$ cat src/rtl/rv_fetch_pkg.sv
// Shared types and constants for the decoupled instruction-fetch front end.
package rv_fetch_pkg;

   localparam int INSTR_W = 32;
   localparam int PC_STEP = 4;
   localparam int PC_W    = 64;

   // Decode substitutes this on bubbles; fetch itself never emits it.
   localparam logic [INSTR_W-1:0] NOP_INSTR = 32'h0000_0013;

   typedef struct packed {
      logic [PC_W-1:0]    pc;
      logic [INSTR_W-1:0] instr;
   } fetch_entry_t;

   function automatic logic [PC_W-1:0] align_pc(input logic [PC_W-1:0] pc);
      return pc & ~PC_W'(3);
   endfunction

endpackage

$ cat src/rtl/sync_fifo.sv
// Synchronous FIFO with first-word fall-through head, clear, and occupancy count.
module sync_fifo #(
   parameter int DEPTH = 4,
   parameter int WIDTH = 8
) (
   input  logic                       clk,
   input  logic                       reset,
   input  logic                       clear_i,
   input  logic                       push_i,
   input  logic                       pop_i,
   input  logic [WIDTH-1:0]           wdata_i,
   output logic [WIDTH-1:0]           rdata_o,
   output logic [$clog2(DEPTH+1)-1:0] count_o,
   output logic                       full_o,
   output logic                       empty_o
);

   localparam int AW = $clog2(DEPTH);
   localparam int CW = $clog2(DEPTH+1);

   logic [WIDTH-1:0] mem_q [DEPTH];
   logic [AW-1:0]    wr_ptr_q, wr_ptr_d, rd_ptr_q, rd_ptr_d;
   logic [CW-1:0]    count_q, count_d;
   logic             do_push, do_pop;

   assign empty_o = (count_q == '0);
   assign full_o  = (count_q == CW'(DEPTH));
   assign count_o = count_q;
   assign rdata_o = mem_q[rd_ptr_q];

   // A pop frees the slot a same-cycle push lands in, so push is legal when full.
   assign do_pop  = pop_i && !empty_o;
   assign do_push = push_i && (!full_o || do_pop);

   always_comb begin
      wr_ptr_d = wr_ptr_q + AW'(do_push);
      rd_ptr_d = rd_ptr_q + AW'(do_pop);
      count_d  = count_q + CW'(do_push) - CW'(do_pop);
   end

   always_ff @(posedge clk) begin
      if (reset || clear_i) begin
         wr_ptr_q <= '0;
         rd_ptr_q <= '0;
         count_q  <= '0;
      end else begin
         wr_ptr_q <= wr_ptr_d;
         rd_ptr_q <= rd_ptr_d;
         count_q  <= count_d;
      end
   end

   always_ff @(posedge clk) begin
      if (do_push && !clear_i) mem_q[wr_ptr_q] <= wdata_i;
   end

endmodule

$ cat src/rtl/fetch_queue_stage.sv
// Decoupled fetch: sequential PC generation, credit-limited requests to an in-order
// variable-latency imem, a response FIFO toward decode, and redirect flush with stale-drop.
module fetch_queue_stage import rv_fetch_pkg::*; #(
   parameter int                ADDR_W   = 64,
   parameter logic [ADDR_W-1:0] RESET_PC = '0,
   parameter int                DEPTH    = 4
) (
   input  logic               clk,
   input  logic               reset,
   input  logic               redirect_valid,
   input  logic [ADDR_W-1:0]  redirect_pc,
   output logic               imem_req_valid,
   input  logic               imem_req_ready,
   output logic [ADDR_W-1:0]  imem_req_addr,
   input  logic               imem_resp_valid,
   input  logic [INSTR_W-1:0] imem_resp_data,
   output logic               if_valid,
   input  logic               if_ready,
   output logic [ADDR_W-1:0]  if_pc,
   output logic [INSTR_W-1:0] if_instruction
);

   localparam int            CW  = $clog2(DEPTH+1);
   localparam logic [CW:0]   CAP = (CW+1)'(DEPTH);

   logic [ADDR_W-1:0] fetch_pc_q, fetch_pc_d, resp_pc_q, resp_pc_d, target;
   logic [PC_W-1:0]   target_full;
   logic [CW-1:0]     outstanding_q, outstanding_d, drop_q, drop_d, count;
   logic              req_fire, drop_active, push, pop, full, empty;
   fetch_entry_t      wentry, head;

   assign target_full = align_pc(PC_W'(redirect_pc));
   assign target      = target_full[ADDR_W-1:0];

   // Entries plus in-flight requests never exceed DEPTH, so responses always fit.
   assign imem_req_valid = (({1'b0, count} + {1'b0, outstanding_q}) < CAP) && !reset;
   assign imem_req_addr  = fetch_pc_q;
   assign req_fire       = imem_req_valid && imem_req_ready;

   assign drop_active = (drop_q != '0);
   assign push        = imem_resp_valid && !drop_active && !redirect_valid;
   assign pop         = !empty && if_ready && !redirect_valid;

   always_comb begin
      outstanding_d = outstanding_q + CW'(req_fire) - CW'(imem_resp_valid);
      drop_d        = drop_q;
      fetch_pc_d    = fetch_pc_q;
      resp_pc_d     = resp_pc_q;
      // Every request still in flight after a redirect belongs to the old path.
      if (redirect_valid) begin
         drop_d     = outstanding_d;
         fetch_pc_d = target;
         resp_pc_d  = target;
      end else begin
         if (imem_resp_valid && drop_active) drop_d = drop_q - CW'(1);
         if (req_fire) fetch_pc_d = fetch_pc_q + ADDR_W'(PC_STEP);
         if (push)     resp_pc_d  = resp_pc_q + ADDR_W'(PC_STEP);
      end
   end

   always_ff @(posedge clk) begin
      if (reset) begin
         fetch_pc_q    <= RESET_PC;
         resp_pc_q     <= RESET_PC;
         outstanding_q <= '0;
         drop_q        <= '0;
      end else begin
         fetch_pc_q    <= fetch_pc_d;
         resp_pc_q     <= resp_pc_d;
         outstanding_q <= outstanding_d;
         drop_q        <= drop_d;
      end
   end

   assign wentry.pc    = PC_W'(resp_pc_q);
   assign wentry.instr = imem_resp_data;

   sync_fifo #(
      .DEPTH (DEPTH),
      .WIDTH ($bits(fetch_entry_t))
   ) u_fifo (
      .clk     (clk),
      .reset   (reset),
      .clear_i (redirect_valid),
      .push_i  (push),
      .pop_i   (pop),
      .wdata_i (wentry),
      .rdata_o (head),
      .count_o (count),
      .full_o  (full),
      .empty_o (empty)
   );

   assign if_valid       = !empty;
   assign if_pc          = empty ? '0 : head.pc[ADDR_W-1:0];
   assign if_instruction = empty ? '0 : head.instr;

   a_no_overflow: assert property (@(posedge clk) disable iff (reset)
      imem_resp_valid |-> !full);
   a_no_spurious_resp: assert property (@(posedge clk) disable iff (reset)
      imem_resp_valid |-> (outstanding_q != '0));
   a_credit: assert property (@(posedge clk) disable iff (reset)
      ({1'b0, count} + {1'b0, outstanding_q}) <= CAP);

endmodule

$ cat config.mk
export PLATFORM = sky130hd
export DESIGN_NAME = fetch_queue_stage
export DESIGN_NICKNAME = d
export VERILOG_FILES = /design/src/rtl/rv_fetch_pkg.sv /design/src/rtl/sync_fifo.sv /design/src/rtl/fetch_queue_stage.sv
export SDC_FILE = /design/constraint.sdc
export NUM_CORES = 1
export LEC_CHECK = 0
export CAP_MARGIN = 20
export CORE_UTILIZATION = 37
export DETAILED_ROUTE_END_ITERATION = 12
export PLACE_DENSITY_LB_ADDON = 0.05
export SYNTH_ARGS = -nofsm -noshare
export SYNTH_HDL_FRONTEND = slang
export SYNTH_SLANG_ARGS = --single-unit
$ cat constraint.sdc
create_clock -name clk -period 9 [get_ports clk]
set_clock_uncertainty 0.2 [all_clocks]
set_input_delay 0.9 -clock clk [delete_from_list [all_inputs] [get_ports clk]]
set_output_delay 0.9 -clock clk [all_outputs]
set_load 0.03 [all_outputs]
# Word level (Yosys, flattened, before mapping)
# Memories as Yosys holds them, arrays and structs flattened. A register that Yosys moved wholly into a read port is not among the register bits.
# Index checks and enable logic that the tools add are counted.
# W data, S select, Z words.
dict set report op_classes {
  n_addsub 10
  order_cmp 1
  n_eq_ne 1
  n_mux 11
  reduce_logical 23
}
# op n
set ops {}
lappend ops {{$mux W64} 5}
lappend ops {{$add A64 B3 Y64 const B} 2}
lappend ops {{$mux W32} 1}
lappend ops {{$logic_and A1 B1 Y1} 10}
lappend ops {{$add A3 B1 Y3} 2}
lappend ops {{$mux W3} 2}
lappend ops {{$reduce_bool A2 Y1} 3}
lappend ops {{$sub A3 B1 Y3} 2}
lappend ops {{$logic_not A1 Y1} 5}
lappend ops {{$add A2 B1 Y2} 2}
lappend ops {{$add A3 B3 Y4} 1}
lappend ops {{$lt A4 B3 Y1 const B} 1}
lappend ops {{$eq A3 B3 Y1 const B} 1}
lappend ops {{$logic_not A3 Y1} 1}
lappend ops {{$reduce_bool A3 Y1} 1}
lappend ops {{$sub A3 B1 Y3 const B} 1}
lappend ops {{$logic_or A1 B1 Y1} 2}
lappend ops {{$mux W1} 2}
lappend ops {{$mux W2} 1}
lappend ops {{$reduce_or A2 Y1} 1}
dict set report totals {
  reg_bits 141
  mem_bits_rw 384
  in_bits 102
  wordCells 56
  mem_count 1
}
# memory words width rd rd_ports_with_merged_regs write_ports line
set memory_table {}
lappend memory_table {u_fifo.mem_q 4 96 1 1 1 sync_fifo.sv:21} ;# logic [WIDTH-1:0] mem_q [DEPTH];

# Depth between registers and ports, before layout
# Gate-level depths: netlist (run 1).
dict set report depth {
  ltp_word 10
  depth_mapped 14
  depth_no_buf 12
}

# Cells and area by module
# From an unflattened synthesis (run 1), not the netlist that was laid out.
dict set report hier_totals {
  cells_unflattened 1588
  hier_area_um2 22716.8
}
# module n_inst cells_per_inst area_each_um2 seq_area_each_um2
set modules_own_cells {}
lappend modules_own_cells {sync_fifo 1 542 14272.4 11671.2}
lappend modules_own_cells {fetch_queue_stage 1 1046 8444.3 2602.5}

# Worst setup path before layout (run 1)
# No wires, ideal clock.
dict set report synth_path {
  kind {input port to flip-flop}
  start {in redirect_valid}
  end {mem u_fifo.mem_q[0][0] (netlist bit) (enable)}
  setup_time_ns 0.682
  arrival_ns 8.582
  required_ns 8.118
  setup_slack_ns -0.464
  stages 4
  path_cell_list {clkbuf_1 -> clkbuf_1 -> nor3_1 -> nor3b_1}
}
dict set report synth_via {
  elab_chain_cells 8
}
# item line
set synth_lines {}
lappend synth_lines {{start: declaration} fetch_queue_stage.sv:10} ;# input logic redirect_valid,
lappend synth_lines {{$logic_not A1 Y1 (*)} {sync_fifo.sv:54, fetch_queue_stage.sv:41, fetch_queue_stage.sv:42}}
lappend synth_lines {{$logic_and A1 B1 Y1} fetch_queue_stage.sv:42} ;# assign pop = !empty && if_ready && !redirect_valid;
lappend synth_lines {{$logic_and A1 B1 Y1} sync_fifo.sv:32} ;# assign do_pop = pop_i && !empty_o;
lappend synth_lines {{$logic_or A1 B1 Y1} sync_fifo.sv:33} ;# assign do_push = push_i && (!full_o || do_pop);
lappend synth_lines {{$logic_and A1 B1 Y1} sync_fifo.sv:33}
lappend synth_lines {{$logic_and A1 B1 Y1 (*)} sync_fifo.sv:54} ;# if (do_push && !clear_i) mem_q[wr_ptr_q] <= wdata_i;
lappend synth_lines {{$mux W1 (*)} sync_fifo.sv:54}
lappend synth_lines {{$mux W1 (implied by the code) (*)} sync_fifo.sv:54}
lappend synth_lines {{end: declaration} sync_fifo.sv:21}
# Every way passes the cells marked *; elsewhere a longest branch is shown, timed or not.

==> results.py, run 1 <==
metrics = {
    "yosys": {
        "synth_ff_type": "edfxtp_1",
        "synth_edf_count": 376,
        "ys_top_cells_by_area": "edfxtp_1 (51%), dfxtp_1 (12%), mux4_2 (9.6%), and2_1 (2.9%), o21a_1 (2.2%)",
        "ys_seq_area_frac": 0.636,
        "synthArstFlopShare": 0,
        "synth_area_um2": 22100,
        "yosysMostFrequentCell": "edfxtp_1",
        "yosysTopAreaCell": "edfxtp_1",
        "ys_top_cells_by_count": "edfxtp_1 (376), dfxtp_1 (137), and2_1 (102), mux4_2 (94), clkbuf_1 (72)",
        "ys_ff_latch": 513,
        "synth.distinct_cells": 61,
        "syn_area_per_cell_um2": 14.4,
        "syn_inst": 1535,
        "yosys.area.top_type_share": 0.512,
        "ys_warn_count": 0,
    },
    "sta": {
        "relSlewSlack": 0.287,
        "whs_ps": 350,
        "setup_viol": 0,
        "tightest_slew_ps": 1070,
        "rsz0062_at_grt": "no",
        "finalCritPeriodShare": 0.517,
        "hold_viol": 0,
        "final-max-slew-violation-count": 0,
        "fin_crit_ps": 4650,
        "fmax_mhz": 215,
        "finalSetupTns_ps": 0,
    },
    "power_and_ir_drop": {
        "max-vdd-ir-drop_v": 0.000126,
        "swShare": 0.243,
        "p_comb_frac": 0.108,
        "p_sw_mw": 1.37,
        "power_density_nw_per_um2": 207,
        "seqPwrFrac": 0.489,
        "internal-power_mw": 4.27,
        "clockPowerShare": 0.403,
        "p_leak_nw": 8.56,
    },
    "grt": {
        "grt_max_degree": 74,
        "grt_pass1_wl_mm": 87.7,
        "track_usage": 0.193,
        "grt_overflow": 0,
        "antenna_found_initial": 1,
        "grt_pass1_vias": 14185,
    },
    "finish": {
        "nNetsFinal": 1893,
        "synthToLayoutAreaGrowth_pct": 23.4,
        "layout-drive-gt1-share": 0.116,
        "diodes": 0,
        "final_core_util": 0.462,
    },
    "critical_path": {
        "crit_path_start": "u_fifo.rd_ptr_q[1]$_SDFF_PP0_",
        "cp-start-kind": "flop",
        "cp_cell_sequence": "buf_4 > mux4_2 > and2_1 > clkdlybuf4s50_1",
        "cp_max_fo": 54,
        "max_stage_delay_ps": 810,
        "critical_path_required_ps": 7900,
        "timing.reg2reg.setup_slack_ps": 5280,
        "cp.arrival_ps": 3550,
        "critPathCaptureType": "output pin",
        "endpoint": "if_pc[48]",
        "regToRegEndpoint": "u_fifo.mem_q[0][65]$_DFFE_PP_",
        "reg2regPathDepth": 7,
        "critPathKind": "reg -> out",
        "r2r-start": "drop_q[0]$_SDFFE_PP0P_",
        "slowest_stage": "dfxtp_4",
    },
    "drt": {
        "drt-vias-per-instance": 5.39,
        "post_drt_wl_per_cell_um": 22.4,
        "initialDrtViolationCount": 816,
        "vias": 14008,
        "drc": 0,
        "final_antenna_net_count": 0,
        "drt_wl_total_mm": 58.3,
        "drtPass1Iterations": 5,
    },
    "clock_tree": {
        "cts_tree": "yes",
        "cts_buffers": 57,
        "cts_buffer_depth": 3,
        "clock_latency_ps": 610,
        "cts_root_buffer": "clkbuf_16",
        "ctsHoldBuffers": 0,
        "cts_resized": 0,
        "numClockSinks": 513,
        "htree_levels": 2,
        "cts_setup_buffers": 0,
        "path_clk_slew_ps": 60,
    },
    "die": {
        "dieArea_um2": 60600,
        "start_util": 0.374,
        "rows": 89,
        "core_area_um2": 59000,
        "die_w_um": 246,
        "die_y_um": 246,
        "ios": 264,
    },
    "placement": {
        "port_buffers": 257,
        "place.gp.congestion": 0.824,
        "hpwl_mm": 37.6,
    },
    "min_path": {
        "min_path_type": "reg -> reg",
    },
    "outcome": {
        "status": "complete, no violations",
    },
    "flow_run": {
        "drv_cap": 0,
    },
}
[cell families (layout without fill, tap and decap cells)]
| group | after synthesis | in the layout | share of synthesized area |
|---|---|---|---|
| DFF | 513 | 513 | 0.636 |
| and+or+nand+nor | 478 | 478 | 0.125 |
| AOI/OAI and AO/OA | 230 | 230 | 0.0791 |
| buffers and inverters | 123 | 409 | 0.0224 |
| muxes | 101 | 101 | 0.0991 |
| xor gates and xnor gates | 75 | 75 | 0.0298 |
| adders and majority gates | 14 | 14 | 0.00862 |
| other | 1 | 4 | 0.000170 |
[per-stage QoR]
stage               worst slack (ps)  instance area, um2  cells  power (mW)
global route                    4080               27200   2597        5.86
finish                          4350               27200   2597        5.64
detailed placement              4120               25400   2491        3.42
global placement                4100               25400   2490        3.41
CTS                             4210               27200   2597        5.71
floorplan                       2580               22100   1538        3.15
[worst max-delay path: cells and delay by family, from the launching register on]
kind	cells	cell delay, ps
muxes	1	340
buffers and inverters	2	1540
DFF	1	810
and+or+nand+nor	1	200
[worst min path at each step]
stage,startpoint,depth (start not counted),slack (ps),end
after floorplan,resp_pc_q[9]$_SDFFE_PP0P_,0,280,u_fifo.mem_q[0][41]$_DFFE_PP_
after global placement,resp_pc_q[41]$_SDFFE_PP0P_,0,320,u_fifo.mem_q[2][73]$_DFFE_PP_
after detailed placement,imem_req_addr[63]$_SDFFE_PP0P_,2,340,imem_req_addr[63]$_SDFFE_PP0P_
after CTS,resp_pc_q[41]$_SDFFE_PP0P_,0,350,u_fifo.mem_q[2][73]$_DFFE_PP_
after global routing,resp_pc_q[51]$_SDFFE_PP0P_,0,380,u_fifo.mem_q[3][83]$_DFFE_PP_
final,resp_pc_q[41]$_SDFFE_PP0P_,0,350,u_fifo.mem_q[2][73]$_DFFE_PP_
[power groups by stage]
| stage | Sequential, mW | Combinational [mW] | Clock [mW] |
|---|---|---|---|
| final | 2.76 | 0.607 | 2.27 |
| after global routing | 2.77 | 0.656 | 2.43 |
| after CTS | 2.76 | 0.620 | 2.34 |
| after detailed placement | 2.81 | 0.617 | 0 |
| after global placement | 2.80 | 0.613 | 0 |
| after floorplan | 2.81 | 0.337 | 0 |
[flip-flops by register name, indices dropped and copies added, names as in the netlist]
| name | count |
|---|---|
| drop_q | 3 |
| imem_req_addr | 62 |
| outstanding_q | 3 |
| resp_pc_q | 62 |
| u_fifo.count_o | 3 |
| u_fifo.mem_q | 376 |
| u_fifo.rd_ptr_q | 2 |
| u_fifo.wr_ptr_q | 2 |
[per-layer routing]
metal / share of wire / vias to the layer above / track usage
met5: 0.00015 / - / 0
met4: 0.025 / 2 / 0.0572
met3: 0.054 / 93 / 0.0371
met2: 0.45 / 383 / 0.294
met1: 0.47 / 7030 / 0.278
li1: - / 6500 / -
[layout by cell type, fill, tap and decap left out, types with 4 or more instances in the layout]
cell / instances
or4_1: 7
a211oi_1: 19
a21oi_1: 10
inv_1: 26
or3_1: 5
clkdlybuf4s50_1: 256
clkinv_1: 10
dfxtp_1: 135
nand2_1: 58
a31oi_1: 5
and3_1: 18
mux4_2: 94
and4_1: 16
nor3_1: 39
o31a_1: 42
a21boi_0: 53
edfxtp_1: 376
buf_4: 18
o21a_1: 66
nand4_1: 59
nor2_1: 46
bufinv_16: 4
clkbuf_16: 59
mux2i_1: 6
clkinv_2: 7
nand3_1: 49
nor4_1: 37
nor4b_1: 13
conb_1: 4
o31ai_1: 6
xnor2_1: 39
o21ai_0: 13
clkbuf_1: 20
and2_1: 102
ha_1: 12
xor2_1: 36
[layout make-up]
cell class | count | area, um2
clock buffer | 82 | 1590
clock inverter | 24 | 216
sequential | 513 | 14000
multi-input combinational | 902 | 7600
fill | 5254 | 31800
inverter | 28 | 108
tap | 773 | 967
timing repair buffer | 275 | 2720
Note: power is estimated with default switching activity, not from simulation.
==> run 2, diff against run 1 <==
==> constraint.sdc (replaced) <==
create_clock -name clk -period 4.8 [get_ports clk]
set_clock_uncertainty 0.2 [all_clocks]
set_input_delay 0.48 -clock clk [delete_from_list [all_inputs] [get_ports clk]]
set_output_delay 0.48 -clock clk [all_outputs]
set_load 0.03 [all_outputs]
==> run 2 against run 1 <==
Compared with the run above:
- critical path depth stayed put
- setup slack worse by 3300 ps
- combinational power is 91% higher
- first-iteration DRC count is 12% lower
- sequential power is 87% higher
- non-clock buffer count is 18 higher
==> results.py, run 2 (synthesis gave the netlist of run 1 again) <==
metrics = {
    "power_and_ir_drop": {
        "max-vdd-ir-drop_v": 0.000257,
        "p_leak_nw": 8.69,
        "power_density_nw_per_um2": 386,
    },
    "outcome": {
        "status": "complete, no violations",
    },
    "die": {
        "core_area_um2": 59000,
        "die_w_um": 246,
        "dieArea_um2": 60600,
        "die_y_um": 246,
        "ios": 264,
        "start_util": 0.374,
        "rows": 89,
    },
    "drt": {
        "post_drt_wl_per_cell_um": 22.4,
        "drt_wl_total_mm": 58.6,
        "initialDrtViolationCount": 722,
        "final_antenna_net_count": 0,
        "vias": 14055,
        "drt-vias-per-instance": 5.38,
        "drc": 0,
        "drtPass1Iterations": 7,
    },
    "sta": {
        "finalSetupTns_ps": 0,
        "rsz0062_at_grt": "no",
        "relSlewSlack": 0.319,
        "fin_crit_ps": 3730,
        "finalCritPeriodShare": 0.777,
        "hold_viol": 0,
        "setup_viol": 0,
        "final-max-slew-violation-count": 0,
        "fmax_mhz": 268,
        "tightest_slew_ps": 1010,
    },
    "clock_tree": {
        "cts_buffers": 56,
        "cts_setup_buffers": 0,
        "cts_tree": "yes",
        "htree_levels": 2,
        "numClockSinks": 513,
        "path_clk_slew_ps": 60,
        "ctsHoldBuffers": 0,
        "cts_buffer_depth": 3,
        "clock_latency_ps": 600,
        "cts_resized": 0,
        "cts_root_buffer": "clkbuf_16",
    },
    "grt": {
        "antenna_found_initial": 1,
        "grt_max_degree": 90,
        "grt_overflow": 0,
        "grt_pass1_vias": 14413,
        "grt_pass1_wl_mm": 88.8,
        "track_usage": 0.195,
    },
    "min_path": {
        "min_path_type": "in -> reg",
    },
    "finish": {
        "layout-drive-gt1-share": 0.128,
        "largest_register": "u_fifo.mem_q",
        "synthToLayoutAreaGrowth_pct": 24.8,
        "final_common_cell": "edfxtp_1",
        "largest_reg_flops": 376,
        "stdcell_area_um2": 27500,
        "nNetsFinal": 1910,
        "final_cell_mix": "edfxtp_1 (376), clkdlybuf4s50_1 (256), dfxtp_1 (135)",
    },
    "placement": {
        "postPlaceCellArea_um2": 25700,
        "hpwl_mm": 38.9,
        "place.gp.congestion": 0.838,
        "port_buffers": 257,
    },
    "critical_path": {
        "critPathKind": "reg -> out",
        "cp-start-kind": "flop",
        "critical_path_required_ps": 4120,
        "critPathCaptureType": "output pin",
        "cp_max_fo": 69,
        "cp.arrival_ps": 3050,
    },
    "flow_run": {
        "drv_cap": 0,
    },
}
[run 2: cell type report]
type	count	area, um2
Clock inverter	30	337
Inverter	28	108
Tap cell	773	967
Sequential cell	513	14000
Fill cell	5285	31500
Multi-Input combinational cell	902	7600
Antenna cell	1	2.50
Timing Repair Buffer	293	2990
Clock buffer	73	1500
[run 2: power by group]
group	switching (mW)	leakage [nW]	internal, mW
Combinational	0.637	3.23	0.525
Sequential	0.188	4.57	4.98
Clock	1.74	0.892	2.57
Total	2.56	8.69	8.07
[run 2: critical path: stages, from the launching register on]
cell and delay (ps):
dfxtp_1 440, or3_4 710, buf_4 390, and2_1 180, clkdlybuf4s50_1 700
[run 2: worst paths after layout]
check,start,to,slack [ps],cells past startpoint
worst min-delay path,redirect_valid,drop_q[1]$_SDFFE_PP0P_,170,3
worst min register to register,imem_req_addr[63]$_SDFFE_PP0P_,imem_req_addr[63]$_SDFFE_PP0P_,360,2
worst max-delay path,u_fifo.count_o[1]$_SDFF_PP0_,if_pc[2],1070,4
worst max register to register,u_fifo.count_o[2]$_SDFF_PP0_,drop_q[2]$_SDFFE_PP0P_,1440,12
[run 2: metal layers]
layer  share of wire  vias up  global-route usage
li1                -     6512                   -
met2            0.46      369               0.305
met3           0.053       80              0.0376
met4           0.020        0              0.0488
met5               0        -                   0
met1            0.47     7094               0.276
[run 2: metrics by stage]
stage / total power [mW] / std cells / worst slack (ps) / util / hold WS (ps)
CTS: 10.8 / 2611 / 908 / 0.467 / 120
finish: 10.6 / 2613 / 1070 / 0.467 / 171
floorplan: 5.90 / 1538 / 340 / - / 282
global placement: 6.42 / 2508 / 940 / 0.435 / 335
global route: 11.1 / 2612 / 836 / 0.467 / 179
detailed placement: 6.44 / 2508 / 928 / 0.435 / 349
==> run 3, diff against run 2 <==
==> constraint.sdc (replaced) <==
create_clock -name clk -period 3.2 [get_ports clk]
set_clock_uncertainty 0.2 [all_clocks]
set_input_delay 0.32 -clock clk [delete_from_list [all_inputs] [get_ports clk]]
set_output_delay 0.32 -clock clk [all_outputs]
set_load 0.03 [all_outputs]
==> run 3 against run 2 <==
Compared with the run above:
- global-route usage grew 0.29 points
- non-clock buffer count grew 58
- first-iteration DRC count increased by 10%
- critical path depth unchanged
- clock-buffer cell count stayed put
- utilization increased by 1.1 points
- sequential power increased by 50%
- power is 52% higher
- sequential cell count stayed put
- cell count is 2.1% higher
==> results.py, run 3 (synthesis gave the netlist of run 1 again) <==
metrics = {
    "outcome": {
        "status": "complete, no violations",
    },
    "drt": {
        "post_drt_wl_per_cell_um": 22.3,
        "initialDrtViolationCount": 795,
        "final_antenna_net_count": 0,
        "vias": 14257,
        "drtPass1Iterations": 5,
        "drc": 0,
        "drt-vias-per-instance": 5.35,
        "drt_wl_total_mm": 59.5,
    },
    "clock_tree": {
        "cts_buffers": 55,
        "cts_root_buffer": "clkbuf_16",
        "cts_setup_buffers": 0,
        "cts_buffer_depth": 3,
        "path_clk_slew_ps": 60,
        "htree_levels": 2,
        "clock_latency_ps": 610,
        "cts_tree": "yes",
        "numClockSinks": 513,
    },
    "sta": {
        "tightest_slew_ps": 681,
        "finalCritPeriodShare": 0.965,
        "setup_viol": 0,
        "fin_crit_ps": 3090,
        "hold_viol": 0,
        "final-max-slew-violation-count": 0,
        "relSlewSlack": 0.540,
        "rsz0062_at_grt": "no",
        "fmax_mhz": 324,
    },
    "critical_path": {
        "slowest_stage": "clkdlybuf4s50_1",
        "cp-start-kind": "flop",
        "cpLargestDelayFamily": "buffers and inverters",
        "cp_max_fo": 14,
        "path_buf_inv": 2,
        "max_stage_delay_ps": 580,
        "critPathCaptureType": "output pin",
        "critPathKind": "reg -> out",
        "cp.arrival_ps": 2570,
        "critical_path_required_ps": 2680,
        "cp_cell_sequence": "buf_12 > mux4_2 > and2_1 > clkdlybuf4s50_1",
    },
    "finish": {
        "final_common_cell": "edfxtp_1",
        "fin_cells": 2667,
        "final_cell_mix": "edfxtp_1 (376), clkdlybuf4s50_1 (167), dfxtp_1 (135)",
        "largest_reg_flops": 376,
        "final_core_util": 0.478,
        "nNetsFinal": 1967,
        "layout-drive-gt1-share": 0.175,
        "synthToLayoutAreaGrowth_pct": 27.8,
        "largest_register": "u_fifo.mem_q",
    },
    "grt": {
        "antenna_found_initial": 4,
        "grt_pass1_wl_mm": 89.5,
        "grt_max_degree": 140,
        "grt_pass1_vias": 14295,
        "grt_overflow": 0,
        "track_usage": 0.197,
    },
    "die": {
        "core_area_um2": 59000,
        "start_util": 0.374,
        "ios": 264,
        "die_y_um": 246,
        "die_w_um": 246,
        "dieArea_um2": 60600,
        "rows": 89,
    },
    "power_and_ir_drop": {
        "swShare": 0.241,
        "max-vdd-ir-drop_v": 0.000378,
        "p_comb_frac": 0.113,
        "power_density_nw_per_um2": 575,
        "seqPwrFrac": 0.477,
        "internal-power_mw": 12.3,
        "clockPowerShare": 0.411,
        "p_sw_mw": 3.91,
        "p_leak_nw": 9.65,
    },
    "placement": {
        "dp.cells": 2566,
        "hpwl_mm": 41.0,
        "place.gp.congestion": 0.824,
        "port_buffers": 257,
    },
    "min_path": {
        "min_path_type": "in -> reg",
    },
    "flow_run": {
        "drv_cap": 0,
    },
}
## run 3: power by group through the flow
stage	clock, mW	sequential [mW]	combinational (mW)
finish	6.66	7.73	1.83
global route	7.09	7.76	1.98
CTS	6.85	7.73	1.87
detailed placement	0	7.87	1.89
global placement	0	7.85	1.87
floorplan	0	7.89	0.978
## run 3: repair_timing
| item | in CTS | in global routing |
|---|---|---|
| pin swaps | 0 | 0 |
| resized for setup | 46 | 21 |
| setup endpoints to repair | 67 | 18 |
| hold buffers | 1 | 0 |
| endpoints found under the hold margin | 6 | 0 |
## run 3: per-stage QoR
| step | area, um2 | setup WS, ps | power (mW) | hold WS, ps | setup TNS [ps] |
|---|---|---|---|---|---|
| floorplan | 22200 | -728 | 8.87 | 203 | -68430 |
| global placement | 26300 | -65.7 | 9.72 | 286 | -65.7 |
| detailed placement | 26300 | -134 | 9.75 | 285 | -163 |
| CTS | 28100 | -34.6 | 16.4 | 108 | -134 |
| global route | 28200 | 7.66 | 16.8 | 144 | 0 |
| finish | 28200 | 112 | 16.2 | 153 | 0 |
## run 3: cell type report
cell class	instances	area (um2)
inverters	28	108
flip-flops and latches	513	14000
fillers	5256	30800
clock inverters	25	325
clock buffers	73	1580
repair buffers	351	3550
well taps	773	967
multi-input cells	902	7640
diodes	2	5.00
## run 3: path summary, 6_finish.rpt
path	start	endpoint	slack (ps)	cells past startpoint
setup / recovery	u_fifo.rd_ptr_q[0]$_SDFF_PP0_	if_instruction[12]	110	4
hold / removal	imem_resp_data[22]	u_fifo.mem_q[3][22]$_DFFE_PP_	150	1
setup reg to reg	resp_pc_q[13]$_SDFFE_PP0P_	resp_pc_q[46]$_SDFFE_PP0P_	230	7
hold reg to reg	resp_pc_q[11]$_SDFFE_PP0P_	u_fifo.mem_q[1][43]$_DFFE_PP_	310	0
## run 3: per-layer routing
layer	track usage	wire, um
met1	0.280	27700
met2	0.310	27300
met3	0.0397	3320
met4	0.0490	1210
met5	0	29
==> RTL change (flow settings as in run 1) <==
Set the parameter `ADDR_W` to 32 (it was 64).
--- a/src/rtl/fetch_queue_stage.sv
+++ b/src/rtl/fetch_queue_stage.sv
@@ -1,7 +1,7 @@
 // Decoupled fetch: sequential PC generation, credit-limited requests to an in-order
 // variable-latency imem, a response FIFO toward decode, and redirect flush with stale-drop.
 module fetch_queue_stage import rv_fetch_pkg::*; #(
-   parameter int                ADDR_W   = 64,
+   parameter int                ADDR_W   = 32,
    parameter logic [ADDR_W-1:0] RESET_PC = '0,
    parameter int                DEPTH    = 4
 ) (
Ports: changed (resized if_pc, imem_req_addr and redirect_pc); port bits go from 264 to 168. The function was not compared with the original's and may differ.
==> RTL change against run 1 <==
- hold slack got worse by 13 ps
- final area fell by 38%
- setup slack gained 170 ps
- global-route usage shrank 2.2 points
- first-iteration DRC count fell by 54%
- critical path depth unchanged
- sequential share of layout area grew 1.0 points
- count of clock-buffer cells in the layout down 32
- area after synthesis down 38%
- via count is 40% lower
- wire length decreased by 45%
- sequential cell count shrank 192
- power down 38%
- critical path type unchanged
- critical endpoint is now if_pc[18]
- largest cell class unchanged
==> RTL change: results (changes against run 1) <==
STA
  • Final period util: 0.498 (was 0.517)
  • Slew margin rel.: 0.318 (was 0.287)

Setup path
  • Flop2flop setup slack: 5560 ps (was 5280 ps)
  • Worst Setup SP: u_fifo.rd_ptr_q[0]$_SDFF_PP0_ (was u_fifo.rd_ptr_q[1]$_SDFF_PP0_)
  • Cell count of the worst reg-to-reg path: 6 (was 7)
  • R2R Path End: u_fifo.mem_q[3][54]$_DFFE_PP_ (was u_fifo.mem_q[0][65]$_DFFE_PP_)
  • Arrival time worst endpoint: 3380 ps (was 3550 ps)

GRT
  • Largest net degree at the start of global routing: 64 (was 74)
  • Tot GR Track Use: 0.171 (was 0.193)
  • Vias in the first global route: 8449 (was 14185)
  • Initial antenna violation count: 0 (was 1)
  • First-pass GRT wire length: 50.1 mm (was 87.7 mm)

Power and ir drop
  • Leakage: 0.00540 uW (was 0.00856 uW)
  • Peak supply drop: 0.000103 V (was 0.000126 V)
  • Sw Pwr: 816 uW (was 1370 uW)

Logic synthesis
  • Syn Inst Count: 918 (was 1535)
  • Post-synth EDFFs: 248 (was 376)
  • Synth Flop Type: edfxtp_1 (unchanged)
  • Count of cell types in the netlist: 58 (was 61)
  • Top post-synthesis cells by count: edfxtp_1, dfxtp_1, nor2b_1, mux4_2, clkbuf_1 (was edfxtp_1, dfxtp_1, and2_1, mux4_2, clkbuf_1)
  • Area contributors post-synth: edfxtp_1, dfxtp_1, mux4_2, nor2b_1, o31a_1 (was edfxtp_1, dfxtp_1, mux4_2, and2_1, o21a_1)

Route
  • WL/cell: 20.3 um (was 22.4 um)
  • Vias per cell: 5.32 (was 5.39)
  • TritonRoute pass-1 iters: 5 (unchanged)
  • Initial DRC Count: 378 (was 816)

Placed design
  • # port buffers: 161 (was 257)
  • Hpwl dp: 19.0 mm (was 37.6 mm)
  • Area post-placement: 15700 sq um (was 25400 sq um)
  • RePlAce Congestion: 0.738 (was 0.824)
  • Inst Count DP: 1502 (was 2491)
  • Post-Place Setup Slack: 4030 ps (was 4120 ps)

Cells and area
  • Final Non-Filler Cells: 1571 (was 2597)
  • Reg area: 8920 sq um (was 14000 sq um)
  • Share of post-route cells with drive strength above 1: 0.129 (was 0.116)
  • Largest register FFs: 248 (was 376)
  • Total of fill cells in the finished design: 3273 (was 5254)
  • Nets: 1159 (was 1893)

Clock network
  • Clock Latency Late Sink: 510 ps (was 610 ps)
  • CTS buffer count: 37 (was 57)

Outcome
  • Status: finished clean (unchanged)
RTL change: changes by cell type after synthesis, moves of 30 or more:
cell and change:
a21boi_0 -41, and2_1 -92, clkbuf_1 -31, dfxtp_1 -64
edfxtp_1 -128, mux4_2 -32, nand4_1 -40, nor2b_1 +69
o21a_1 -63, xnor2_1 -30
RTL change: metrics by stage:
| stage | hold WS (ps) | total power, uW |
|---|---|---|
| final | 337 | 3500 |
| after global routing | 369 | 3640 |
| after CTS | 334 | 3550 |
| after detailed placement | 322 | 2090 |
| after global placement | 314 | 2090 |
| after floorplan | 283 | 1950 |
RTL change: cell families (layout without fill, tap and decap cells):
family / count (synthesis) / count (layout) / synth area share
flops: 321 / 321 / 0.651
simple gates: 275 / 275 / 0.117
compound gates: 135 / 135 / 0.0748
buf+inv: 87 / 269 / 0.0262
mux: 64 / 64 / 0.103
xor+xnor: 21 / 21 / 0.0134
fa+ha+maj: 14 / 14 / 0.0139
other cells: 1 / 4 / 0.000274
RTL change: layout make-up:
class	count	area share
flip-flops and latches	321	0.526
multi-input cells	513	0.262
repair buffers	173	0.102
clock buffers	50	0.0612
well taps	468	0.0345
clock inverters	17	0.00775
inverters	29	0.00642
RTL change: worst min-delay path by stage:
stage                                     end  slack, ps                           start  depth (start not counted)
3_3_place_gp   imem_req_addr[10]$_SDFFE_PP0P_        310  imem_req_addr[10]$_SDFFE_PP0P_                          2
4_1_cts        imem_req_addr[10]$_SDFFE_PP0P_        330  imem_req_addr[10]$_SDFFE_PP0P_                          2
5_1_grt        imem_req_addr[10]$_SDFFE_PP0P_        370  imem_req_addr[10]$_SDFFE_PP0P_                          2
6_report       imem_req_addr[10]$_SDFFE_PP0P_        340  imem_req_addr[10]$_SDFFE_PP0P_                          2
3_5_place_dp   imem_req_addr[10]$_SDFFE_PP0P_        320  imem_req_addr[10]$_SDFFE_PP0P_                          2
2_1_floorplan   u_fifo.mem_q[0][63]$_DFFE_PP_        280      resp_pc_q[31]$_SDFFE_PP0P_                          0
RTL change: metal layers:
layer | wire (um) | GRT usage | vias up
li1 | - | - | 3938
met1 | 15200 | 0.245 | 4175
met2 | 14800 | 0.271 | 220
met3 | 1440 | 0.0298 | 32
met4 | 427 | 0.0362 | 0
met5 | 0 | 0 | -
RTL change: power by group through the flow:
stage          Combinational (uW)  Sequential [uW]  Clock (uW)
3_3_place_gp                  355             1740           0
5_1_grt                       385             1720        1540
2_1_floorplan                 202             1740           0
4_1_cts                       357             1710        1490
6_report                      352             1710        1440
3_5_place_dp                  355             1740           0
RTL change: critical path, cell delays in order, from the launching register on:
cell,delay [ps]
dfxtp_4,600
buf_4,830
mux4_2,620
nor2b_1,140
clkdlybuf4s50_1,660
